[config.mk]
export PLATFORM = sky130hd
export DESIGN_NAME = pulse_bcd_counter_flat
export DESIGN_NICKNAME = d
export VERILOG_FILES = /design/src/rtl/pulse_counter_pkg.sv /design/src/rtl/pulse_bcd_counter_if.sv /design/src/rtl/bcd_digit_step.sv /design/src/rtl/pulse_bcd_counter.sv /design/src/flat_wrapper.sv
export SDC_FILE = /design/constraint.sdc
export NUM_CORES = 1
export LEC_CHECK = 0
export CELL_PAD_IN_SITES_DETAIL_PLACEMENT = 1
export CELL_PAD_IN_SITES_GLOBAL_PLACEMENT = 1
export CORE_MARGIN = 2
export CORE_UTILIZATION = 40
export CTS_CLUSTER_DIAMETER = 30
export CTS_CLUSTER_SIZE = 25
export DETAILED_ROUTE_END_ITERATION = 6
export HOLD_SLACK_MARGIN = 0.12
export PLACE_DENSITY_LB_ADDON = 0.12
export SYNTH_ARGS = -nofsm -noshare
export SYNTH_HDL_FRONTEND = slang
export SYNTH_SLANG_ARGS = --single-unit
[constraint.sdc]
create_clock -name clk -period 2.7 [get_ports clk]
set_input_delay 0.405 -clock clk [delete_from_list [all_inputs] [get_ports clk]]
set_output_delay 0.405 -clock clk [all_outputs]
set_load 0.02 [all_outputs]
[src/rtl/pulse_counter_pkg.sv]
// pulse_counter_pkg: shared BCD digit type, control states and integer-to-BCD conversion.
package pulse_counter_pkg;
  typedef logic [3:0] bcd_digit_t;
  typedef enum logic [1:0] {IDLE, STEP, REPORT} state_t;
  function automatic logic [31:0] to_bcd(input int unsigned value);
    logic [31:0] r;
    int unsigned v;
    r = '0;
    v = value;
    for (int i = 0; i < 8; i++) begin
      r[4*i +: 4] = 4'(v % 10);
      v = v / 10;
    end
    return r;
  endfunction
endpackage

[src/rtl/pulse_bcd_counter_if.sv]
// pulse_bcd_counter_if: step requests in, packed BCD count and status flags out.
interface pulse_bcd_counter_if #(parameter int Digits = 4) ();
  logic up;
  logic down;
  logic [4*Digits-1:0] digits;
  logic at_max;
  logic at_min;
  logic changed;
  modport master (output up, down, input digits, at_max, at_min, changed);
  modport slave (input up, down, output digits, at_max, at_min, changed);
endinterface

[src/rtl/bcd_digit_step.sv]
// bcd_digit_step: one BCD digit incremented or decremented under carry/borrow in.
module bcd_digit_step
  import pulse_counter_pkg::*;
(
  input  bcd_digit_t d,
  input  logic       up,
  input  logic       cin,
  output bcd_digit_t q,
  output logic       cout
);
  logic roll;
  always_comb begin
    roll = up ? d == 4'd9 : d == 4'd0;
    cout = cin & roll;
    q = !cin ? d : roll ? (up ? 4'd0 : 4'd9) : up ? d + 4'd1 : d - 4'd1;
  end
endmodule

[src/rtl/pulse_bcd_counter.sv]
// pulse_bcd_counter: edge-triggered up/down BCD counter with saturate or wrap limits.
module pulse_bcd_counter
  import pulse_counter_pkg::*;
#(
  parameter int Digits    = 4,
  parameter int MinValue  = 0,
  parameter int MaxValue  = 9999,
  parameter int Wrap      = 0,
  parameter int InitValue = 0
) (
  input logic clk,
  input logic rst_n,
  pulse_bcd_counter_if.slave bus
);
  localparam int W = 4 * Digits;
  localparam int LIMIT = 10 ** Digits - 1;
  localparam logic [W-1:0] MIN_BCD = W'(to_bcd(MinValue));
  localparam logic [W-1:0] MAX_BCD = W'(to_bcd(MaxValue));
  localparam logic [W-1:0] INIT_BCD = W'(to_bcd(InitValue));
  if (MinValue >= MaxValue || MaxValue > LIMIT || InitValue < MinValue || InitValue > MaxValue) begin : g_bad_params
    $fatal(1, "pulse_bcd_counter: illegal MinValue/MaxValue/InitValue for Digits");
  end
  state_t state;
  logic up_q, down_q, up_d, down_d, armed;
  logic dir, pend_v, pend_dir, changed;
  logic [W-1:0] count, stepped, next;
  logic [Digits:0] carry;
  logic up_edge, down_edge, req_v, req_dir, take_v, take_dir, at_max, at_min, limit;
  assign carry[0] = 1'b1;
  for (genvar i = 0; i < Digits; i++) begin : g_digit
    bcd_digit_step u_step (
      .d(count[4*i +: 4]),
      .up(dir),
      .cin(carry[i]),
      .q(stepped[4*i +: 4]),
      .cout(carry[i+1])
    );
  end
  always_comb begin
    up_edge = up_q & ~up_d;
    down_edge = down_q & ~down_d;
    req_v = up_edge ^ down_edge;
    req_dir = up_edge;
    take_v = pend_v | req_v;
    take_dir = pend_v ? pend_dir : req_dir;
    at_max = count == MAX_BCD;
    at_min = count == MIN_BCD;
    limit = (dir ? at_max : at_min) | carry[Digits];
    next = !limit ? stepped : Wrap != 0 ? (dir ? MIN_BCD : MAX_BCD) : count;
  end
  // The first sample after reset seeds the edge history so a level held through reset never steps.
  always_ff @(posedge clk) begin
    if (!rst_n) begin
      state <= IDLE;
      up_q <= 1'b0;
      down_q <= 1'b0;
      up_d <= 1'b0;
      down_d <= 1'b0;
      armed <= 1'b0;
      dir <= 1'b0;
      pend_v <= 1'b0;
      pend_dir <= 1'b0;
      changed <= 1'b0;
      count <= INIT_BCD;
    end else begin
      up_q <= bus.up;
      down_q <= bus.down;
      up_d <= armed ? up_q : bus.up;
      down_d <= armed ? down_q : bus.down;
      armed <= 1'b1;
      changed <= 1'b0;
      if (state == STEP) begin
        count <= next;
        changed <= next != count;
        state <= next != count ? REPORT : IDLE;
        if (req_v) begin
          pend_v <= 1'b1;
          pend_dir <= req_dir;
        end
      end else if (take_v) begin
        state <= STEP;
        dir <= take_dir;
        pend_v <= pend_v & req_v;
        pend_dir <= req_dir;
      end else begin
        state <= IDLE;
      end
    end
  end
  assign bus.digits = count;
  assign bus.at_max = at_max;
  assign bus.at_min = at_min;
  assign bus.changed = changed;
endmodule
[src/flat_wrapper.sv]
// flat-port wrapper written by rule: the top's interface ports become plain ports
module pulse_bcd_counter_flat import pulse_counter_pkg::*;
#(
  parameter int Digits    = 4,
  parameter int MinValue  = 0,
  parameter int MaxValue  = 9999,
  parameter int Wrap      = 0,
  parameter int InitValue = 0
)
  (clk, rst_n, bus_up, bus_down, bus_digits, bus_at_max, bus_at_min, bus_changed);
  pulse_bcd_counter_if #(.Digits(Digits)) bus_i ();
  input logic clk;
  input logic rst_n;
  input wire logic [$bits(bus_i.up)-1:0] bus_up;
  input wire logic [$bits(bus_i.down)-1:0] bus_down;
  output wire logic [$bits(bus_i.digits)-1:0] bus_digits;
  output wire logic [$bits(bus_i.at_max)-1:0] bus_at_max;
  output wire logic [$bits(bus_i.at_min)-1:0] bus_at_min;
  output wire logic [$bits(bus_i.changed)-1:0] bus_changed;
  assign bus_i.up = bus_up;
  assign bus_i.down = bus_down;
  assign bus_digits = bus_i.digits;
  assign bus_at_max = bus_i.at_max;
  assign bus_at_min = bus_i.at_min;
  assign bus_changed = bus_i.changed;
  pulse_bcd_counter #(.Digits(Digits), .MinValue(MinValue), .MaxValue(MaxValue), .Wrap(Wrap), .InitValue(InitValue)) u_core (.clk(clk), .rst_n(rst_n), .bus(bus_i));
endmodule
# After elaboration in Yosys (flattened, before gate mapping)

Index checks and enable logic that the tools add are counted.

$add $sub $neg: 8
Equality and inequality tests: 8
Mux-type cells: 31
Bitwise operators: 12
Reduce and logical (&&, ||, !) cells: 9

Operator list:

| operator                                             | count |
|---|---|
| two-way mux 4 bit                                    | 12 |
| adder 4 x 1 -> 4 bit (second input constant)         | 4 |
| equality test 16 bit (second input constant)         | 1 |
| equality test 4 bit (second input constant)          | 4 |
| logical NOT 16 bit                                   | 1 |
| logical NOT 4 bit                                    | 4 |
| two-way mux 1 bit                                    | 16 |
| two-way mux 16 bit                                   | 1 |
| != test 16 bit                                       | 1 |
| subtractor 4 x 1 -> 4 bit (second input constant)    | 4 |
| AND 1 bit                                            | 6 |
| AND reduction 2 bit                                  | 3 |
| two-way mux 2 bit                                    | 2 |
| inverter 1 bit                                       | 3 |
| equality test 2 x 1 -> 1 bit (second input constant) | 1 |
| != test 2 x 1 -> 1 bit (second input constant)       | 1 |
| bitwise OR 1 bit                                     | 2 |
| nonzero test 2 bit                                   | 1 |
| XOR 1 bit                                            | 1 |

Flip-flop bits (word level): 27
Input bits: 4
Word-level logic and storage cells: 79

# Longest topological paths before layout

Word-level depth: 10
Depth in mapped cells: 8
Gate-level depth less buffers: 7

# By module

From an unflattened synthesis, not the netlist that was laid out.

Cells, all modules: 255
Area total of the unflattened synthesis: 2,194.6 µm²

By module, submodules not included:

| module            | times used | cells an instance | area each (µm²) | seq. area each (µm²) |
|---|---|---|---|---|
| pulse_bcd_counter | 1          | 143               | 1,298.7         | 520.5 |
| bcd_digit_step    | 4          | 28                | 224.0           | 0.0 |

# Worst setup path after synthesis

Ideal clock, no wire load.

Kind: reg-to-reg
Start: register u_core.dir
End: register u_core.count[11] (netlist: u_core.bus.digits[11])
Library setup time: 0.116 ns
Arrival: 2.117 ns
Data required time: 2.584 ns
Path slack: 0.466 ns
Cell stages (with the launch flop): 9
Path buffers: 1
Clock period less this slack: 2.234 ns
Cell sequence: dfxtp_1 > buf_2 > inv_1 > ha_1 > a21o_2 > a21oi_1 > mux2i_1 > o211ai_1 > o211a_1

Cells in the longest elaborated chain, start to end: 6

Ends and longest elaborated chain:

| element                 | RTL line                | source |
|---|---|---|
| from (decl)             | pulse_bcd_counter.sv:25 | `logic dir, pend_v, pend_dir, changed;` |
| from (signal assigned)  | pulse_bcd_counter.sv:82 | `dir <= take_dir;` |
| two-way mux 1 bit       | bcd_digit_step.sv:13    | `roll = up ? d == 4'd9 : d == 4'd0;` |
| AND 1 bit (3 in series) | bcd_digit_step.sv:14    | `cout = cin & roll;` |
| bitwise OR 1 bit        | pulse_bcd_counter.sv:48 | `limit = (dir ? at_max : at_min) \| carry[Digits];` |
| two-way mux 16 bit *    | pulse_bcd_counter.sv:49 | `next = !limit ? stepped : Wrap != 0 ? (dir ? MIN_BCD : MAX_BCD) : count;` |
| to (signal assigned)    | pulse_bcd_counter.sv:73 | `count <= next;` |
| to (decl)               | pulse_bcd_counter.sv:26 | `logic [W-1:0] count, stepped, next;` |

Every way passes the cells marked *; elsewhere a longest branch is shown, timed or not.
A chain may end at the register's enable or synchronous reset.

# Worst setup path in the final report

Start: register u_core.count[8] (netlist: u_core.bus.digits[8])
End: output bus_at_min

Cells in the longest elaborated chain, start to end: 1

Ends and longest elaborated chain:

| element            | RTL line                | source |
|---|---|---|
| logical NOT 16 bit | pulse_bcd_counter.sv:47 | `at_min = count == MIN_BCD;` |
| to (decl)          | flat_wrapper.sv:18      | `output wire logic [$bits(bus_i.at_min)-1:0] bus_at_min;` |

No other way between the ends.

==> metrics <==
outcome complete, no violations; share of cells above drive strength 1 9.42%; fin crit share a little over nine tenths; M1 GR Usage 24.5%; worst min path class flip-flop to flip-flop; most frequent cells in the layout dfxtp_1, nor2_1, clkdlybuf4s50_1; top_reg_cell synth dfxtp_1; slew margin rel. 51.2%; CP cell instances or4_4 > nor3_1 > clkdlybuf4s50_1; GRT met2 Usage 34.3%; Clk Latency, worst-skew pair 270 ps; drt pass-1 iters 4; Clock Sinks 26; Leak 0.791 nW; HP Start u_core.down_q; Die X approximately 69 um; # setup viols final 0; CP max stage delay 640 ps; htree depth 1; WP data arrival 2150 ps; Clock Skew 1.32 ps; Fmax a little under 400 MHz; total CTS buffers 3; Worst Setup SP u_core.bus.digits[8]; Post-synth EDFFs 0; Area Growth Syn to Fin 20.2%; die area 4810 um^2; CTS tree done; CP Capture Type output port; Seq/Total Area, Yosys 30.5%; TNS Setup 0 ps; worst reg-to-reg setup slack 420 ps; Initial Util 42.1%; Final #Nets 240; initial antenna violation count 0; CP Max Fanout 9; Total Routing Usage GR between 10% and 20%; maximum ir drop on the vdd rail 0.000274 V; final count of hold timing violations 0; RSZ-0062 raised after global routing false; Residual DRC 0; ys async rst share 0%; IO buf count 22; Vias ~1.5k; CTS max path bufs 2; hold_buf cts 0; post-synthesis register bit count 26; met3 Usage GRT 3.92%; Netlist cell types 48; origin of the critical flop-to-flop path u_core.dir; Power, Total about 1.2 mW; first-pass GRT wire length 7810 um; vias per cell 5.62; Iter 0 DRT Violations 73; Core Area 4060 um^2; total power divided by cell area 564 nW/um^2; Post-Syn Nets 216; Synth Area per Inst 8.55 um^2; minimum clock period ~2600 ps; Top Family by Delay on Critical Path simple AND/OR/NAND/NOR gates; max_cap viols 0; Boundary Pins 23; Final GP Congestion 0.815; Finished Layout Cells 273; max reg flops 16; GRT Residual Overflow 0; Mapped Area roughly 1700 um^2; CTS root buffer clkbuf_8; height of the die 69.4 um; YS warnings 0; row count 23; vias in the first global route 1649; final max-slew violation count 0; CP startpoint kind flip-flop; Mapped Cells 200; Worst Tran Pin Value 729 ps; kind of critical path flip-flop to output port; post-DR wirelength/cell 16.2 um; Placed Cells 269; Buf/Inv on CP 1; CP Data Required Time roughly 2300 ps; slowest cell on the critical path clkdlybuf4s50_1; WL final 4430 um; CTS clk-pin slew, worst paths 90 ps; GRT Max-Usage Layer met2; largest net degree at the start of global routing 15; Detail Route Antenna Nets 0; commonest non-fill, non-tap cell in the layout dfxtp_1; HPWL after detailed placement 3260 um; antenna cells 0
==> per-stage QoR <==
stage / hold slack (ps) / setup slack (ps) / instance area, um^2 / util, %
after CTS: 516 / 82.4 / 2050 / 50.4
after global placement: 467 / 467 / 1990 / 49.1
after floorplan: 433 / 466 / 1710 / -
after global routing: 558 / 14.1 / 2050 / 50.6
final: 506 / 146 / 2050 / 50.6
after detailed placement: 495 / 438 / 1990 / 49.1
==> metal layers <==
layer / up-vias / routed length (um) / part of all wire, %
met5: - / 0 / 0
met4: 0 / 45 / 1.0
met3: 7 / 114 / 2.6
met2: 20 / 2240 / 51
met1: 748 / 2030 / 46
li1: 758 / - / -
==> path summary, 6_finish.rpt <==
kind | to | cells past startpoint
setup / recovery | bus_at_min | 3
hold / removal | u_core.down_d | 2
setup reg to reg | u_core.bus.digits[11] | 7
hold reg to reg | u_core.down_d | 2
==> layout make-up <==
type / instances / area (um^2)
sequential: 26 / 520
timing repair buffer: 29 / 273
inverter: 11 / 41.3
tap: 50 / 62.6
clock buffer: 4 / 55.1
fill: 474 / 2000
multi-input combinational: 153 / 1100
==> synth_stat cells, types with 2 or more instances <==
cell type	n	area, um^2
buf_2	4	20.0
a21oi_1	10	50.1
nor2b_1	3	18.8
or4_1	2	15.0
a211oi_2	2	25.0
or3_1	2	12.5
nand4_1	2	12.5
xnor2_1	7	61.3
nor3_1	8	40.0
mux2_2	2	22.5
xor2_1	5	43.8
dfxtp_1	26	521
a211oi_1	2	15.0
o21a_1	2	15.0
inv_1	10	37.5
nand3_1	8	40.0
o211ai_1	3	22.5
clkbuf_1	4	15.0
ha_1	8	100
nand2b_1	3	18.8
o21ai_0	9	45.0
o32ai_1	2	17.5
and2_1	3	18.8
mux2i_1	7	70.1
nand2_1	14	52.6
and3_1	3	18.8
a21boi_0	2	15.0
nor2_1	24	90.1
fa_1	4	80.1
==> worst min-delay path, cell delays in order, from the launching register on <==
cell	delay, ps
dfxtp_1	330
mux2i_1	70
nor2_1	70
==> logic make-up after synthesis <==
group,share of synthesized area (%)
mux,6.73
xor+xnor,6.15
fa+ha+maj,10.5
simple gates,23.6
buf+inv,5.56
compound gates,17.0
flops,30.5
==> power breakdown <==
group / internal (mW) / leakage (nW) / switching, mW
logic: 0.200 / 0.550 / 0.247
registers: 0.409 / 0.212 / 0.0432
clock network: 0.131 / 0.0288 / 0.129
==> what timing repair did <==
| action | in CTS | in global routing |
|---|---|---|
| setup endpoints to repair | 0 | 1 |
| gates resized for setup | 0 | 1 |
| buffers inserted | 0 | 0 |
Power figures use the tool's default switching activity.
